### config.mk
export PLATFORM = sky130hd
export DESIGN_NAME = dram_wr_ser_ctrl
export DESIGN_NICKNAME = d
export VERILOG_FILES = /design/src/rtl/dram_ser_pkg.sv /design/src/rtl/dram_rr_arb2.sv /design/src/rtl/dram_wr_ser_ctrl.sv
export SDC_FILE = /design/constraint.sdc
export NUM_CORES = 1
export LEC_CHECK = 0
export CAP_MARGIN = 20
export CORE_MARGIN = 4
export CORE_UTILIZATION = 30
export CTS_CLUSTER_DIAMETER = 100
export DETAILED_ROUTE_END_ITERATION = 7
export PLACE_DENSITY = 0.57
export SYNTH_ARGS = -nofsm -noshare
export SYNTH_HDL_FRONTEND = slang
export SYNTH_HIERARCHICAL = 1
export SYNTH_SLANG_ARGS = --single-unit
### constraint.sdc
create_clock -name clk -period 2.17 [get_ports clk]
set_clock_uncertainty 0.1 [all_clocks]
set_input_delay 0.5425 -clock clk [delete_from_list [all_inputs] [get_ports clk]]
set_output_delay 0.5425 -clock clk [all_outputs]
set_load 0.05 [all_outputs]
### src/rtl/dram_ser_pkg.sv
// Shared types and constants for the DRAM write-data serialization controller.
package dram_ser_pkg;

    // Controller states: waiting for a request, waiting for a word, shifting a word out.
    typedef enum logic [1:0] {
        IDLE  = 2'd0,
        FETCH = 2'd1,
        SHIFT = 2'd2
    } state_t;

    // Requester indices.
    localparam int REQ_HOST  = 0;
    localparam int REQ_TRAIN = 1;

    // Default geometry: byte-wide words, bursts of up to 16 words.
    localparam int DEF_WIDTH = 8;
    localparam int DEF_BL_W  = 4;

endpackage

### src/rtl/dram_rr_arb2.sv
// Two-way round-robin arbiter. The grant is combinational from req and the
// pointer; the pointer moves past the winner only when advance is high.
module dram_rr_arb2 (
    input  logic       clk,
    input  logic       rst_b,
    input  logic [1:0] req,
    input  logic       advance,
    output logic [1:0] gnt
);

    logic rr_ptr_q;
    logic rr_ptr_d;

    // Pick the single requester, or the pointed-to one when both ask.
    always_comb begin
        gnt = 2'b00;
        case (req)
            2'b01:   gnt = 2'b01;
            2'b10:   gnt = 2'b10;
            2'b11:   gnt = rr_ptr_q ? 2'b10 : 2'b01;
            default: gnt = 2'b00;
        endcase
    end

    // After a grant the other requester gets priority.
    assign rr_ptr_d = gnt[0];

    // Pointer update; reset gives requester 0 priority.
    always_ff @(posedge clk or negedge rst_b) begin
        if (!rst_b) begin
            rr_ptr_q <= 1'b0;
        end else if (advance && (|gnt)) begin
            rr_ptr_q <= rr_ptr_d;
        end
    end

endmodule

### src/rtl/dram_wr_ser_ctrl.sv
// Write-data serialization controller for one DQ lane. Arbitrates bursts
// between the host path (requester 0) and the training engine (requester 1),
// pulls words over valid/ready and loads an external LSB-first PISO, with a
// registered sideband (ser_valid/ser_first/ser_owner) aligned to its output.
// Optional build macro DRAM_WR_SER_STALL_CNT_EN adds a saturating stall_cnt
// output counting mid-burst underflow cycles.
module dram_wr_ser_ctrl
    import dram_ser_pkg::*;
#(
    parameter int WIDTH = DEF_WIDTH,
    parameter int BL_W  = DEF_BL_W
) (
    input  logic             clk,
    input  logic             rst_b,
    input  logic [1:0]       req_valid,
    input  logic [BL_W-1:0]  req_len0,
    input  logic [BL_W-1:0]  req_len1,
    output logic [1:0]       req_gnt,
    input  logic [1:0]       wr_valid,
    input  logic [WIDTH-1:0] wr_data0,
    input  logic [WIDTH-1:0] wr_data1,
    output logic [1:0]       wr_ready,
    output logic             piso_load,
    output logic [WIDTH-1:0] piso_data,
    output logic             ser_valid,
    output logic             ser_first,
    output logic             ser_owner,
`ifdef DRAM_WR_SER_STALL_CNT_EN
    output logic [15:0]      stall_cnt,
`endif
    output logic             busy
);

    localparam int CNT_W = $clog2(WIDTH);

    state_t            state_q;
    logic              owner_q;
    logic [BL_W-1:0]   words_left_q;
    logic [CNT_W-1:0]  bit_cnt_q;
    logic              first_pend_q;
    logic [1:0]        req_gnt_q;
    logic              ser_valid_q;
    logic              ser_first_q;
    logic              busy_q;

    logic [1:0]        arb_gnt;
    logic              last_bit;
    logic              owner_valid;

    dram_rr_arb2 u_arb (
        .clk     (clk),
        .rst_b   (rst_b),
        .req     (req_valid),
        .advance (state_q == IDLE),
        .gnt     (arb_gnt)
    );

    assign last_bit    = (bit_cnt_q == CNT_W'(WIDTH - 1));
    assign owner_valid = owner_q ? wr_valid[REQ_TRAIN] : wr_valid[REQ_HOST];

    // Ready goes only to the burst owner: while fetching, or on the last bit
    // of a word when more words remain so the next one loads without a gap.
    always_comb begin
        wr_ready = 2'b00;
        case (state_q)
            FETCH: wr_ready[owner_q] = 1'b1;
            SHIFT: if (last_bit && (words_left_q != '0)) wr_ready[owner_q] = 1'b1;
            default: wr_ready = 2'b00;
        endcase
    end

    assign piso_load = (|wr_ready) && owner_valid;
    assign piso_data = piso_load ? (owner_q ? wr_data1 : wr_data0) : '0;

    // Main FSM with registered grant and sideband outputs. words_left holds
    // len from grant; the first load keeps it, every later load decrements.
    always_ff @(posedge clk or negedge rst_b) begin
        if (!rst_b) begin
            state_q      <= IDLE;
            owner_q      <= 1'b0;
            words_left_q <= '0;
            bit_cnt_q    <= '0;
            first_pend_q <= 1'b0;
            req_gnt_q    <= 2'b00;
            ser_valid_q  <= 1'b0;
            ser_first_q  <= 1'b0;
            busy_q       <= 1'b0;
        end else begin
            req_gnt_q   <= 2'b00;
            ser_first_q <= 1'b0;
            case (state_q)
                IDLE: begin
                    if (|arb_gnt) begin
                        req_gnt_q    <= arb_gnt;
                        owner_q      <= arb_gnt[1];
                        words_left_q <= arb_gnt[1] ? req_len1 : req_len0;
                        first_pend_q <= 1'b1;
                        busy_q       <= 1'b1;
                        state_q      <= FETCH;
                    end
                end
                FETCH: begin
                    if (piso_load) begin
                        bit_cnt_q   <= '0;
                        ser_valid_q <= 1'b1;
                        state_q     <= SHIFT;
                        if (first_pend_q) begin
                            first_pend_q <= 1'b0;
                            ser_first_q  <= 1'b1;
                        end else begin
                            words_left_q <= words_left_q - BL_W'(1);
                        end
                    end
                end
                SHIFT: begin
                    if (!last_bit) begin
                        bit_cnt_q <= bit_cnt_q + CNT_W'(1);
                    end else if (words_left_q == '0) begin
                        ser_valid_q <= 1'b0;
                        busy_q      <= 1'b0;
                        state_q     <= IDLE;
                    end else if (piso_load) begin
                        words_left_q <= words_left_q - BL_W'(1);
                        bit_cnt_q    <= '0;
                    end else begin
                        ser_valid_q <= 1'b0;
                        state_q     <= FETCH;
                    end
                end
                default: begin
                    ser_valid_q <= 1'b0;
                    busy_q      <= 1'b0;
                    state_q     <= IDLE;
                end
            endcase
        end
    end

    assign req_gnt   = req_gnt_q;
    assign ser_valid = ser_valid_q;
    assign ser_first = ser_first_q;
    assign ser_owner = owner_q;
    assign busy      = busy_q;

`ifdef DRAM_WR_SER_STALL_CNT_EN
    logic [15:0] stall_cnt_q;

    // Count FETCH cycles after the first word (underflow bubbles), saturating.
    always_ff @(posedge clk or negedge rst_b) begin
        if (!rst_b) begin
            stall_cnt_q <= 16'h0000;
        end else if ((state_q == FETCH) && !first_pend_q && (stall_cnt_q != 16'hFFFF)) begin
            stall_cnt_q <= stall_cnt_q + 16'h0001;
        end
    end

    assign stall_cnt = stall_cnt_q;
`endif

endmodule

======== After elaboration in Yosys (flattened, before gate mapping) ========
Cells that the tools add are included.
operators by class
  add/subtract/negate cells ............... 2
  $lt $le $gt $ge ......................... 2
  equality and inequality tests ........... 15
  multiplexer cells ....................... 43
  bitwise operators ....................... 2
  reductions and logical operators ........ 19
operator list
  kind                                              count
  2-to-1 mux 4 bit                                  7
  2-to-1 mux 2 bit                                  9
  2-to-1 mux 8 bit                                  2
  != test 2 bit, second input constant              7
  2-to-1 mux 1 bit                                  13
  one-hot mux 2 bit (3 select lines)                2
  one-hot mux 4 bit (3 select lines)                1
  AND reduction 4 bit                               3
  2-to-1 mux 3 bit                                  3
  AND reduction 7 bit                               1
  == test 2 bit, second input constant              3
  != test 3 bit, second input constant              2
  one-hot mux 1 bit (3 select lines)                2
  one-hot mux 3 bit (2 select lines)                1
  == test 2 x 1 -> 1 bit, second input constant     2
  logical AND 1 bit                                 4
  logical NOT 4 bit                                 1
  one-hot mux 2 bit (2 select lines)                1
  AND reduction 2 bit                               2
  nonzero test 2 bit                                2
  nonzero test 4 bit                                1
  OR reduction 2 bit                                2
  subtractor 4 x 1 -> 4 bit, second input constant  1
  adder 3 x 1 -> 3 bit, second input constant       1
  9 further kinds                                   10
word-level totals
  register bits after elaboration ......... 17
  input port bits ......................... 30
  output and inout bits ................... 17
  logic and storage cells ................. 93

======== Longest topological paths before layout ========
Gate-level depths: netlist of run 1.
  word-level depth ........................ 12
  depth in mapped cells ................... 8

======== Modules after synthesis ========
The synthesis of run 1 kept the hierarchy.
modules (own cells, without submodules)
  module            instances  cells an instance  area each (µm²)  sequential area each (µm²)
  dram_wr_ser_ctrl  1          130                1265.0           400.4
  dram_rr_arb2      1          6                  55.1             25.0

======== Worst setup path after synthesis of run 1 ========
OpenSTA, ideal clock, no wires.
  path type ............................... flip-flop to output port
  from .................................... reg owner_q (netlist: ser_owner)
  to ...................................... out wr_ready[1]
  arrival ................................. 2.330 ns
  data required time ...................... 1.527 ns
  slack ................................... -0.803 ns
  stages on the path, launching flop included .. 3
  path through ............................ dfrtp_1 > buf_1 > nor3b_1
between the ends
  longest elaborated chain between the ends .. 6
  elaborated cells between the ends (all ways) .. 7
ends and longest elaborated chain
  item                                                                                                           line                                            source
  start, declared                                                                                                dram_wr_ser_ctrl.sv:37                          logic owner_q;
  start signal, assigned                                                                                         dram_wr_ser_ctrl.sv:95                          owner_q <= arb_gnt[1];
  < comparator 1 x 2 -> 1 bit (not written as such) / greater-or-equal comparator 1 bit (equally long branches)  dram_wr_ser_ctrl.sv:66, dram_wr_ser_ctrl.sv:67
  logical AND 1 bit (not written as such)                                                                        dram_wr_ser_ctrl.sv:66, dram_wr_ser_ctrl.sv:67
  2-to-1 mux 1 bit (not written as such)                                                                         dram_wr_ser_ctrl.sv:66, dram_wr_ser_ctrl.sv:67
  demux 1 bit (select 1 bit) *                                                                                   dram_wr_ser_ctrl.sv:66, dram_wr_ser_ctrl.sv:67
  2-to-1 mux 2 bit                                                                                               dram_wr_ser_ctrl.sv:67                          SHIFT: if (last_bit && (words_left_q != '0)) wr_ready[owner_q] = 1'b1;
  one-hot mux 2 bit (2 select lines) *                                                                           dram_wr_ser_ctrl.sv:65                          case (state_q)
  end, declared                                                                                                  dram_wr_ser_ctrl.sv:22                          output logic [1:0] wr_ready,
Mark *: on every way between the ends. The rest lies on a longest branch, timed or not.

======== Final worst setup path of run 1 ========
  from .................................... reg words_left_q[1]
  to ...................................... out piso_data[3]
between the ends
  longest elaborated chain between the ends .. 7
ends and longest elaborated chain
  item                                line                     source
  start, declared                     dram_wr_ser_ctrl.sv:38   logic [BL_W-1:0] words_left_q;
  start signal, assigned              dram_wr_ser_ctrl.sv:96   words_left_q <= arb_gnt[1] ? req_len1 : req_len0;
  start signal, assigned              dram_wr_ser_ctrl.sv:111  words_left_q <= words_left_q - BL_W'(1);
  start signal, assigned              dram_wr_ser_ctrl.sv:123  words_left_q <= words_left_q - BL_W'(1);
  nonzero test 4 bit                  dram_wr_ser_ctrl.sv:67
  logical AND 1 bit                   dram_wr_ser_ctrl.sv:67
  2-to-1 mux 2 bit                    dram_wr_ser_ctrl.sv:67
  one-hot mux 2 bit (2 select lines)  dram_wr_ser_ctrl.sv:65
  OR reduction 2 bit                  dram_wr_ser_ctrl.sv:72   assign piso_load = (|wr_ready) && owner_valid;
  logical AND 1 bit                   dram_wr_ser_ctrl.sv:72
  2-to-1 mux 8 bit                    dram_wr_ser_ctrl.sv:73   assign piso_data = piso_load ? (owner_q ? wr_data1 : wr_data0) : '0;
  end, declared                       dram_wr_ser_ctrl.sv:24   output logic [WIDTH-1:0] piso_data,
Every way passes these cells.

==> flow_summary.toml, run 1 <==
[outcome]
outcome = "finished with violations"
violations = "setup timing"

[detailed_routing]
top_layer_used = "met4"
route.met3.wl_um = 148
m1WireLength_um = 1820
wl_um = 4100
wire_per_inst_um = 15.0
dr.pass1.iters = 3
vias = 1357
wl_met2_um = 2100
drt_iter0_drc = 34
viasPerCell = 4.95
detail-route-antenna-nets = 0
drc = 0

[logic_synthesis]
syn_area_um2 = 1320
yosysSeqAreaShare = 0.322
syn_inst = 136
ys.flop_type = "dfrtp_1"
syn_area_per_cell_um2 = 9.71
ys_seq_elements = 17
synthArstFlopShare = 1.00
synth.distinct_cells = 51
synthesis.nets = 173
synth_edf_count = 0
ys.warnings.count = 6

[power]
leakage_nw = 1.10
irDropWorstVdd_v = 0.000823
power.density_nw_per_um2 = 1490
fin_total_pwr_mw = 3.63

[floorplan]
floorplan.initialDensity = 0.321
core-area_um2 = 4120
die_y_um = 74.3
num_io_pins = 47
die_x_um = 74.3
die_area_um2 = 5520
rows = 23

[grt]
grt.overflow.total = 0
first_global_vias = 1440
grt_pass1_wl_um = 6500
grt_max_degree = 18
antenna_found_initial = 0
grt_use_total = 0.151

[placement]
dp.final_hpwl_um = 3120
place_area_um2 = 2160
port-buffer-count = 46
gp_congestion = 0.855

[setup_path]
path_buf_inv = 3
slowest_stage = "dfrtp_1"
cp_data_required_time_ns = 1.53
cp_data_arrival_time_ns = 1.94
critPathMaxFanout = 5
path_class = "reg2out"
cp_cell_sequence = "inv_2 -> ha_4 -> or3b_4 -> a31oi_4 -> nand2b_4 -> buf_12 -> nor2_4 -> buf_8"
endpoint_kind = "output port"
cp_top_family = "simple AND/OR/NAND/NOR gates"
slowest_delay_ns = 0.39
cp-start-kind = "flop"

[cells_and_area]
fin_area_um2 = 2430
multiInputGateArea_um2 = 981
area_growth_syn_to_layout_pct = 84.5
drive_gt1_frac = 0.482
register_area_um2 = 427
nets = 262
num_antenna_cells = 0
nFillCells = 366

[worst_hold_path]
hold_class = "reg2reg"

[sta]
tightestPinTransition_ns = 0.492
whs_ns = 0.401
slew_viol_final = 0
worst_slack_ns = -0.409
min_period_ns = 2.58
rsz0062_at_grt = "true"
fmax_mhz = 388
period_share = 1.19
hold_viol_final = 0
setup_viol = 11
relSlewSlack = 0.671

[clock_network]
clk_pin_slew_ns = 0.07
cts.sinks = 17
cts_tree = "yes"
cts_root_buf = "clkbuf_8"
cts-buffers-inserted = 3
clkLatencyLatePin_ns = 0.25
h-tree-depth = 1
cts_buffer_depth = 2

[job]
drv_cap = 0
[report_power, final]
group / switching, mW / internal, mW / total (mW)
clock network: 0.109 / 0.130 / 0.240
registers: 0.0888 / 0.458 / 0.546
logic: 1.46 / 1.39 / 2.85
[cell type report]
class | instances | area share
sequential | 17 | 0.175
multi-input combinational | 99 | 0.403
inverter | 13 | 0.0216
timing repair buffer | 91 | 0.356
clock buffer | 4 | 0.0185
tap | 50 | 0.0257
[layout by cell type, fill, tap and decap left out, types with 2 or more instances in the layout]
master           Yosys  final
clkbuf_8             0      3
a22o_1               2      2
nand2b_4             0      2
or3b_4               0      2
dfrtp_1             17     16
buf_4                1     44
inv_2                1      3
a41o_2               2      2
mux2_2               2      2
a21oi_4              1      2
a21oi_1              4      4
nor3_2               0      2
nand2_1              4      4
nor3_1               5      3
buf_8                0      5
nor3b_4              0      2
o22ai_1              3      3
a31oi_1              3      2
buf_6                2      7
inv_1               12      9
and2_1               3      3
mux2i_1             13     12
clkdlybuf4s50_1      0     31
nor2_1              14      4
nor2_4               0      9
ha_1                 7      5
buf_12               0      3
and3_2               2      2
nor2b_1              3      2
[through the flow]
step / utilization / worst slack, ns / TNS [ns] / cells
global placement: 0.524 / -0.329 / -3.49 / 259
CTS: 0.571 / -0.439 / -4.26 / 271
detailed placement: 0.524 / -0.367 / -4.07 / 259
finish: 0.592 / -0.409 / -3.94 / 274
floorplan: - / -0.256 / -1.22 / 136
global route: 0.592 / -0.464 / -4.64 / 274
[cells in the mapped netlist (2+ instances only)]
| master | number | share of area |
|---|---|---|
| dfrtp_1 | 17 | 0.32 |
| nor2_1 | 14 | 0.040 |
| mux2i_1 | 13 | 0.099 |
| inv_1 | 12 | 0.034 |
| ha_1 | 7 | 0.066 |
| nor3_1 | 5 | 0.019 |
| a21oi_1 | 4 | 0.015 |
| nand2_1 | 4 | 0.011 |
| a31oi_1 | 3 | 0.014 |
| and2_1 | 3 | 0.014 |
| nor2b_1 | 3 | 0.014 |
| o22ai_1 | 3 | 0.014 |
| a221oi_1 | 2 | 0.013 |
| a22o_1 | 2 | 0.013 |
| a41o_2 | 2 | 0.017 |
| and3_2 | 2 | 0.011 |
| buf_6 | 2 | 0.017 |
| mux2_2 | 2 | 0.017 |
| nand2b_1 | 2 | 0.0095 |
| nor3b_1 | 2 | 0.011 |
| or3b_1 | 2 | 0.013 |
[registers in the layout, indices dropped and copies added, names as in the netlist]
register        cells
bit_cnt_q           3
busy                1
first_pend_q        1
req_gnt             2
ser_first           1
ser_owner           1
ser_valid           1
state_q             2
u_arb/rr_ptr_q      1
words_left_q        4
[path summary, 6_finish.rpt]
check | start | end | slack [ns] | depth (start not counted)
worst min-delay path | busy | busy | 0.40 | 1
max in group asynchronous | rst_b | ser_owner | 1.24 | 2
worst max-delay path | words_left_q[1] | piso_data[3] | -0.41 | 8
worst max register to register | state_q[1] | words_left_q[2] | 0.05 | 7
worst min register to register | busy | busy | 0.40 | 1
min in group asynchronous | rst_b | words_left_q[0] | 0.51 | 2
[layer usage]
metal	global-route usage	vias to the layer above
met1	0.192	660
met5	0	-
met4	0.0316	0
met2	0.267	22
li1	-	673
met3	0.0297	2
[cell families after synthesis]
family / count (synthesis) / synth area share
simple gates: 43 / 0.191
compound gates: 33 / 0.224
buf+inv: 20 / 0.0730
flops: 17 / 0.322
mux: 16 / 0.124
fa+ha+maj: 7 / 0.0663
[repair_timing]
| action | CTS | global route |
|---|---|---|
| gates resized for setup | 21 | 15 |
| buffers inserted | 8 | 5 |
| setup endpoints to repair | 14 | 16 |
| hold buffers | 0 | 0 |
| pin swaps | 9 | 7 |
| cloned | 0 | 0 |
Power figures use the tool's default switching activity.
==> inputs of run 2 (changes only) <==
Settings changed: SKIP_CTS_REPAIR_TIMING from default to 1.
==> run 2 against run 1 <==
  * The run still ends with setup timing left
  * Utilization fell by 0.67 points
  * Global-route usage is 0.75 points lower
  * Non-clock buffer count unchanged
  * Critical endpoint unchanged
  * Largest power group unchanged
==> flow_summary.toml, run 2 (synthesized netlist as in run 1, its figures left out) <==
[outcome]
outcome = "finished with violations"
violations = "setup timing"

[setup_path]
cp_top_family = "simple AND/OR/NAND/NOR gates"
cp_data_required_time_ns = 1.53
critPathMaxFanout = 8
cp_data_arrival_time_ns = 1.99
endpoint_kind = "output port"
path_buf_inv = 3
slowest_stage = "or3b_4"
cp-start-kind = "flop"
path_class = "reg2out"
cp_cell_sequence = "inv_2 -> ha_4 -> or3b_4 -> a31oi_4 -> nand2b_4 -> buf_4 -> nor2_4 -> buf_6"
slowest_delay_ns = 0.40

[detailed_routing]
drc = 0
wire_per_inst_um = 14.9
wl_um = 4080
viasPerCell = 4.92
vias = 1349
dr.pass1.iters = 4
drt_iter0_drc = 33
detail-route-antenna-nets = 0

[cells_and_area]
final_cell_mix = "buf_4 (46), clkdlybuf4s50_1 (30), dfrtp_1 (16)"
largest_registers = "words_left_q x4, bit_cnt_q x3"
drive_gt1_frac = 0.464
final-instance-count-excl-fill = 274
final_core_util = 0.585
nets = 262
top_register = "words_left_q"
final_common_cell = "buf_4"
nFillCells = 360
largest_reg_flops = 4
area_growth_syn_to_layout_pct = 82.4
num_antenna_cells = 0
fin_area_um2 = 2410

[worst_hold_path]
hold_class = "reg2reg"

[placement]
dp.final_hpwl_um = 3120
port-buffer-count = 46
dpl.cell_count = 259
gp_congestion = 0.855
place_area_um2 = 2160

[clock_network]
cts_buffer_depth = 2
clkLatencyLatePin_ns = 0.25
cts.sinks = 17
cts_tree = "yes"
h-tree-depth = 1
clk_pin_slew_ns = 0.07
cts_root_buf = "clkbuf_8"
cts-buffers-inserted = 3

[floorplan]
die_area_um2 = 5520
rows = 23
floorplan.initialDensity = 0.321
die_y_um = 74.3
num_io_pins = 47
core-area_um2 = 4120
die_x_um = 74.3

[power]
power.density_nw_per_um2 = 1480
leakage_nw = 1.09
irDropWorstVdd_v = 0.000831

[sta]
relSlewSlack = 0.671
min_period_ns = 2.63
whs_ns = 0.401
period_share = 1.21
tightestPinTransition_ns = 0.492
rsz0062_at_grt = "true"
setup_viol = 11
slew_viol_final = 0
fmax_mhz = 380
hold_viol_final = 0
worst_slack_ns = -0.461

[grt]
grt_use_total = 0.144
grt_max_degree = 18
antenna_found_initial = 0
grt.overflow.total = 0
first_global_vias = 1353
grt_pass1_wl_um = 6180

[job]
drv_cap = 0
run 2: layout make-up:
type / count / area [um2] / area share
inverters: 13 / 52.6 / 0.0218
clock buffers: 4 / 45.0 / 0.0187
well taps: 50 / 62.6 / 0.0260
repair buffers: 91 / 851 / 0.353
flip-flops and latches: 17 / 427 / 0.177
multi-input cells: 99 / 970 / 0.403
run 2: final timing paths:
check	end	depth (start not counted)	from	slack, ns
max	piso_data[3]	8	words_left_q[1]	-0.46
min	busy	1	busy	0.40
max reg2reg	busy	7	words_left_q[1]	0.05
min reg2reg	busy	1	busy	0.40
max in group asynchronous	ser_owner	2	rst_b	1.24
min in group asynchronous	words_left_q[0]	2	rst_b	0.51
run 2: metrics by stage:
step / power, mW / setup WS [ns] / TNS, ns
2_1_floorplan: 2.18 / -0.256 / -1.22
3_3_place_gp: 3.01 / -0.329 / -3.49
3_5_place_dp: 3.06 / -0.367 / -4.07
4_1_cts: 3.31 / -0.597 / -5.60
5_1_grt: 3.80 / -0.512 / -5.08
6_report: 3.57 / -0.461 / -4.50
run 2: report_power, final:
part	internal [mW]	switching, mW	leakage [nW]
registers	0.458	0.0864	0.210
logic	1.35	1.44	0.859
clock network	0.130	0.109	0.0228
run 2: layer usage:
| layer | global-route usage | routed length, um | vias up |
|---|---|---|---|
| met5 | 0 | 0 | - |
| met4 | 0.0277 | 19 | 0 |
| met3 | 0.0284 | 154 | 2 |
| met2 | 0.249 | 2130 | 25 |
| met1 | 0.187 | 1790 | 647 |
| li1 | - | - | 675 |
